`config.mk`:
```
export PLATFORM = sky130hd
export DESIGN_NAME = barramento_arbitrado
export DESIGN_NICKNAME = d
export VERILOG_FILES = /design/src/rtl/barramento_arbitrado.sv
export SDC_FILE = /design/constraint.sdc
export NUM_CORES = 1
export LEC_CHECK = 0
export ABC_AREA = 1
export CORE_MARGIN = 2
export CORE_UTILIZATION = 48
export DETAILED_ROUTE_END_ITERATION = 12
export PLACE_DENSITY = 0.81
export REMOVE_ABC_BUFFERS = 1
export SETUP_SLACK_MARGIN = 0.1
export SYNTH_ARGS = -nofsm -noshare
export SYNTH_HDL_FRONTEND = slang
export SYNTH_SLANG_ARGS = --single-unit
export TNS_END_PERCENT = 50
```
`constraint.sdc`:
```
create_clock -name clk -period 4.55 [get_ports clk]
set_input_delay 0.6825 -clock clk [delete_from_list [all_inputs] [get_ports clk]]
set_output_delay 0.6825 -clock clk [all_outputs]
set_load 0.05 [all_outputs]
```
`src/rtl/barramento_arbitrado.sv`:
```
// Shared-bus controller: round-robin request/grant arbitration with hold limit,
// turnaround bubble and registered bus mux. Optional macro: FONTE0_PRIORITARIA_EN.
module barramento_arbitrado #(
  parameter int N_FONTES  = 6,
  parameter int LARGURA   = 8,
  parameter int MAX_POSSE = 4
) (
  input  logic                          clk,
  input  logic                          rst_n,
  input  logic [N_FONTES-1:0]           req,
  input  logic [N_FONTES*LARGURA-1:0]   dado_in,
  output logic [N_FONTES-1:0]           grant,
  output logic [LARGURA-1:0]            barramento,
  output logic                          valido,
  output logic [$clog2(N_FONTES)-1:0]   dono
);

  localparam int IW = $clog2(N_FONTES);
  localparam int CW = (MAX_POSSE > 1) ? $clog2(MAX_POSSE) : 1;

`ifdef FONTE0_PRIORITARIA_EN
  localparam bit PRIO0 = 1'b1;
`else
  localparam bit PRIO0 = 1'b0;
`endif

  typedef enum logic [1:0] {OCIOSO, CONCEDIDO, TROCA} estado_t;

  estado_t         estado;
  logic [IW-1:0]   ptr;
  logic [IW-1:0]   g_idx;
  logic [CW-1:0]   cnt;
  logic            preempt;

  logic            found;
  logic [IW-1:0]   win;
  logic [IW-1:0]   ptr_nxt;
  logic            others;

  // Round-robin search starting at ptr, wrapping at N_FONTES-1.
  always_comb begin
    int unsigned idx;
    found = 1'b0;
    win   = '0;
    for (int unsigned k = 0; k < N_FONTES; k++) begin
      idx = 32'(ptr) + k;
      if (idx >= N_FONTES) idx = idx - N_FONTES;
      if (!found && req[idx]) begin
        found = 1'b1;
        win   = IW'(idx);
      end
    end
    ptr_nxt = (win == IW'(N_FONTES - 1)) ? '0 : win + IW'(1);
    others  = |(req & ~grant);
  end

  always_ff @(posedge clk or negedge rst_n) begin
    if (!rst_n) begin
      estado     <= OCIOSO;
      grant      <= '0;
      barramento <= '0;
      valido     <= 1'b0;
      dono       <= '0;
      ptr        <= '0;
      g_idx      <= '0;
      cnt        <= '0;
      preempt    <= 1'b0;
    end else begin
      // Bus lags grant by one cycle; it holds its last value when nobody is granted.
      if (|grant) begin
        barramento <= dado_in[32'(g_idx)*LARGURA +: LARGURA];
        dono       <= g_idx;
        valido     <= 1'b1;
      end else begin
        valido     <= 1'b0;
      end

      case (estado)
        OCIOSO, TROCA: begin
          preempt <= 1'b0;
          cnt     <= '0;
          if (PRIO0 && estado == TROCA && preempt && req[0]) begin
            // Preemptive grant to source 0 leaves the rotation pointer untouched.
            grant  <= N_FONTES'(1);
            g_idx  <= '0;
            estado <= CONCEDIDO;
          end else if (found) begin
            grant  <= N_FONTES'(1) << win;
            g_idx  <= win;
            ptr    <= ptr_nxt;
            estado <= CONCEDIDO;
          end else begin
            grant  <= '0;
            estado <= OCIOSO;
          end
        end

        CONCEDIDO: begin
          if (!req[g_idx]) begin
            grant  <= '0;
            cnt    <= '0;
            estado <= others ? TROCA : OCIOSO;
          end else if (PRIO0 && g_idx != '0 && req[0]) begin
            grant   <= '0;
            cnt     <= '0;
            preempt <= 1'b1;
            estado  <= TROCA;
          end else if (cnt == CW'(MAX_POSSE - 1)) begin
            cnt <= '0;
            if (others) begin
              grant  <= '0;
              estado <= TROCA;
            end
          end else begin
            cnt <= cnt + CW'(1);
          end
        end

        default: begin
          grant  <= '0;
          estado <= OCIOSO;
        end
      endcase
    end
  end

endmodule
```
# Word level (Yosys, flattened, before mapping)
# Cells that the tools add are included.
[totals]
reg_bits = 28
input_bits = 56
output_inout_bits = 18
wordCells = 109
[classes]
add_sub_neg = 13
n_lt_le_gt_ge = 13
eq_ne = 6
n_shift = 2
mux = 48
n_bitwise = 2
reduce_logical = 17
[op_table]
columns = ["op", "count"]
rows = [
  ["32-bit by 4-bit less-than comparator with 1-bit output (second input constant)", 6],
  ["32-bit two-way mux", 6],
  ["48-bit by 7-bit variable part select with 8-bit output", 1],
  ["4-bit by 3-bit subtractor with 5-bit output (second input constant)", 5],
  ["6-bit two-way mux", 4],
  ["1-bit binary-select mux with 3-bit select", 7],
  ["3-bit two-way mux", 7],
  ["4-bit by 3-bit greater-or-equal comparator with 1-bit output (second input constant)", 5],
  ["1-bit two-way mux", 15],
  ["2-bit two-way mux", 6],
  ["6-bit one-hot mux with 2 select lines", 1],
  ["6-bit OR reduction", 2],
  ["3-bit by 2-bit adder with 4-bit output (second input constant)", 2],
  ["3-bit by 3-bit adder with 4-bit output (second input constant)", 2],
  ["2-bit one-hot mux with 2 select lines", 2],
  ["6-bit AND", 1],
  ["3-bit inequality test (second input constant)", 2],
  ["6-bit inverter", 1],
  ["1-bit by 3-bit left shift with 6-bit output (first input constant)", 1],
  ["1-bit logical AND", 5],
  ["1-bit zero test", 5],
  ["3-bit by 1-bit adder with 4-bit output (second input constant)", 1],
  ["2-bit equality test (second input constant)", 2],
  ["3-bit by 4-bit less-than comparator with 1-bit output (second input constant)", 1],
  ["other kinds (10)", 11],
]

# Longest topological paths before layout
[depth]
word_depth = 23
mapped_depth = 23

# Worst setup path after synthesis
# Ideal clock, no wire load.
[synth_path]
path_type = "register -> register"
startpoint = "register ptr[1]"
endpoint = "register ptr[2]"
setup_ns = 0.076
arrival_ns = 3.110
required_ns = 4.474
path_slack_ns = 1.363
stages_incl_launch_ff = 21
path_buffers = 0
period_less_slack_ns = 3.187
path_cell_list = "dfrtp_1 -> inv_1 -> ha_1 -> inv_1 -> ha_1 -> inv_1 -> nand3_1 -> inv_1 -> nand2_1 -> nand2_1 -> nand3_1 -> nand3_1 -> nand2_2 -> nor2_4 -> nand3_1 -> nor2_1 -> nor2_2 -> a21oi_1 -> ha_1 -> or2_2 -> o21ai_1"
[synth_via]
elab_chain_len = 22
elab_cells_between_ends = 61
classes_between = "add/sub (12); order compare (6); eq/ne (1); mux (31); reduce/logical (11)"
[synth_rtl]
columns = ["item", "line_no", "rtl"]
rows = [
  ["start: declaration", "30", "logic [IW-1:0] ptr;"],
  ["start signal: assignment", "90", "ptr <= ptr_nxt;"],
  ["parallel branches: the longest is 22 deep, another holds 4-bit by 3-bit subtractor with 5-bit output", "n/a", ""],
]
# Several ways; the timed one is not identified. The select of a mux whose other input is x is not followed.
# A chain may end at the register's enable or synchronous reset.

# Worst setup path in the final report
[layout_path]
startpoint = "register ptr[0]"
endpoint = "register ptr[2]"
# The elaborated chain is that of the path after synthesis.

==> impl_metrics.tcl <==
set metrics [dict create \
    netlist_top_cells_area "dfrtp_1 28%, nand2_1 13%, o21ai_0 9.2%" \
    worst_pin_slew_ps 755.2 \
    cts_buffers 3 \
    num_vias 2723 \
    ys_ff_latch 28 \
    cp_max_fo 19 \
    io_buffers 73 \
    maxCapViolations 0 \
    crit_path_max_incr_delay_ps 770 \
    path_cells "inv_2 > ha_1 > inv_1 > ha_1 > inv_1 > nand3_1 > inv_1 > nand2_1 > nand2_1 > nand3_1 > nand3_1 > nand2_2 > nor2_4 > nand3_1 > nor2_1 > nor2_2 > a21oi_1 > ha_1 > or2_2 > o21ai_1" \
    whs_path_depth 2 \
    worstHoldEndpoint "barramento[3]$_DFFE_PN0P_" \
    drt_drc_violations_left 0 \
    crit_top_cell "nand3_1" \
    drt_iter0_markers 103 \
    drive_gt1_share_pct 8.407 \
    r2r_start "ptr[0]$_DFFE_PN0P_" \
    dieWidth_um 76.12 \
    finalHoldViolCount 0 \
    seq_area_frac_synth_pct 28.07 \
    synth_warnings 0 \
    antenna_left 0 \
    ys_types 35 \
    fp.coreArea_mm2 0.005075 \
    drv_slew 0 \
    skew_ps 9.638 \
    grt_pass1_wl_mm 12.14 \
    synth_area_leader_cell "dfrtp_1" \
    ys.flop_type "dfrtp_1" \
    worst-r2r-setup-slack_ps 780 \
    cp-end-kind "flop" \
    grt_overflow 0 \
    avgSynthCellArea_um2 6.500 \
    setup_viol 0 \
    path_buf_inv 4 \
    cts_hold_buf 0 \
    critPathKind "flop to flop" \
    cp_data_arrival_time_ps 3980 \
    min_period_over_period_pct 82.91 \
    fin_crit_ps 3773 \
    drt-total-wl_mm 6.905 \
    ios 74 \
    status "finished clean" \
    grt_usage_pct 25.13 \
    reg2reg_to "ptr[2]$_DFFE_PN0P_" \
    hpwl_mm 5.504 \
    start_util_pct 49.19 \
    gp_routability_congestion 0.8923 \
    synthTopCellsByCount "86 x nand2_1, 52 x nor2_1, 46 x o21ai_0" \
    yosysMostFrequentCell "nand2_1" \
    cpMaxStageDelayCell "dfrtp_1" \
    antenna_found_initial 0 \
    firstDrtPassIters 4 \
    antenna_cells 0 \
    cts-root-buf "clkbuf_8" \
    clk_latency_ps 280 \
    wire_per_inst_um 13.23 \
    nets 524 \
    syn_to_final_growth_pct 34.24 \
    syn-cell-area_mm2 0.002496 \
    clk_path_buf_depth 2 \
    cpLargestDelayFamily "simple AND/OR/NAND/NOR gates" \
    postSynth.asyncResetShare_pct 100.0 \
    cts_sinks 28 \
    clkTransAtPathRegs_ps 100 \
    crit_path_start_kind "flop" \
    required_ps 4760 \
    synth_cells 384 \
    grt_max_degree 29 \
    synth_edf_count 0 \
    postCtsResizedCells 0 \
    cts_setup_buffers 0 \
    min-delay-start "barramento[3]$_DFFE_PN0P_" \
    h-tree-depth 1 \
    relSlewSlack_pct 49.65 \
    grt_pass1_vias 2659 \
    hold_class "flop to flop" \
    yosysTopAreaCellShare_pct 28.07 \
    rows 26 \
    crit_path_start "ptr[0]$_DFFE_PN0P_" \
    max_freq_mhz 265.1 \
    die_area_mm2 0.005793 \
    die_h_um 76.12 \
    cts_tree "yes" \
    rsz0062_at_grt "false" \
    reg2reg_depth 20 \
    fin_setup_tns_ps 0 \
    viasPerCell 5.216 \
]
==> flip-flops by register name, summed over array words and instances, names as in the netlist <==
| name | flops |
|---|---|
| estado | 2 |
| barramento | 8 |
| cnt | 2 |
| dono | 3 |
| g_idx | 3 |
| ptr | 3 |
| valido | 1 |
| grant | 6 |
==> through the flow <==
step | setup WS [ps] | instance area, um^2 | hold WS (ps) | cells | util [%]
2_1_floorplan | 1210 | 2446 | 386.9 | 373 | -
3_3_place_gp | 916.6 | 3279 | 467.0 | 518 | 64.62
3_5_place_dp | 802.6 | 3279 | 476.3 | 518 | 64.62
4_1_cts | 776.3 | 3351 | 500.2 | 522 | 66.03
5_1_grt | 326.1 | 3351 | 521.0 | 522 | 66.03
6_report | 777.4 | 3351 | 495.9 | 522 | 66.03
==> tightest hold or removal path, cell delays in order, from the launching register on <==
cell and delay (ps):
dfrtp_1 360, nand2_1 50, o21ai_0 60
==> placed cells by master (no fill, tap or decap) <==
cell type,n
nand2_1,86
clkdlybuf4s50_1,73
nor2_1,52
o21ai_0,46
nand3_1,33
inv_1,31
dfrtp_1,28
ha_1,15
o22ai_1,12
a21oi_1,11
inv_2,8
o21ai_1,8
nand2_2,6
nor2_2,5
o21ai_2,4
nand4_1,4
nand3_2,3
clkbuf_8,3
nor2_4,2
o21bai_1,2
clkinv_1,2
nand3b_1,2
o21a_1,2
buf_4,2
xnor2_1,1
a21oi_2,1
nor3b_2,1
nand4_2,1
xor2_1,1
nor3_1,1
o311ai_0,1
nor4_1,1
or2_2,1
a22o_1,1
o31ai_1,1
bufinv_16,1
==> cells by family after synthesis <==
kind of cell	after synthesis	synth area share, %
fa+ha+maj	15	7.519
buf+inv	52	8.170
simple gates	198	35.54
xor+xnor	2	0.7019
flops	28	28.07
compound gates	89	20.00
==> layer usage <==
layer	up-vias	wire length, um	GRT usage [%]
li1	1415	-	-
met1	1219	2993	31.65
met2	75	3369	43.30
met3	14	403	5.332
met4	0	139	7.818
met5	-	0	0
==> layout make-up <==
type                    count  area, um^2
well taps                  70       87.58
flip-flops and latches     28       700.7
clock inverters             1       30.03
inverters                  41       153.9
fillers                   492        1724
repair buffers             75       745.7
clock buffers               3       41.29
multi-input cells         304        1592
==> how the worst max path moves through the flow <==
stage / end / slack [ps] / cells past startpoint
after floorplan: ptr[2]$_DFFE_PN0P_ / 1210 / 20
after global placement: ptr[2]$_DFFE_PN0P_ / 920 / 18
after detailed placement: ptr[2]$_DFFE_PN0P_ / 800 / 20
after CTS: ptr[2]$_DFFE_PN0P_ / 780 / 20
after global routing: ptr[2]$_DFFE_PN0P_ / 330 / 20
final: ptr[2]$_DFFE_PN0P_ / 780 / 20
Power is not shown: default switching activity piles up to over one toggle a cycle in this logic, so the estimate is an artifact.
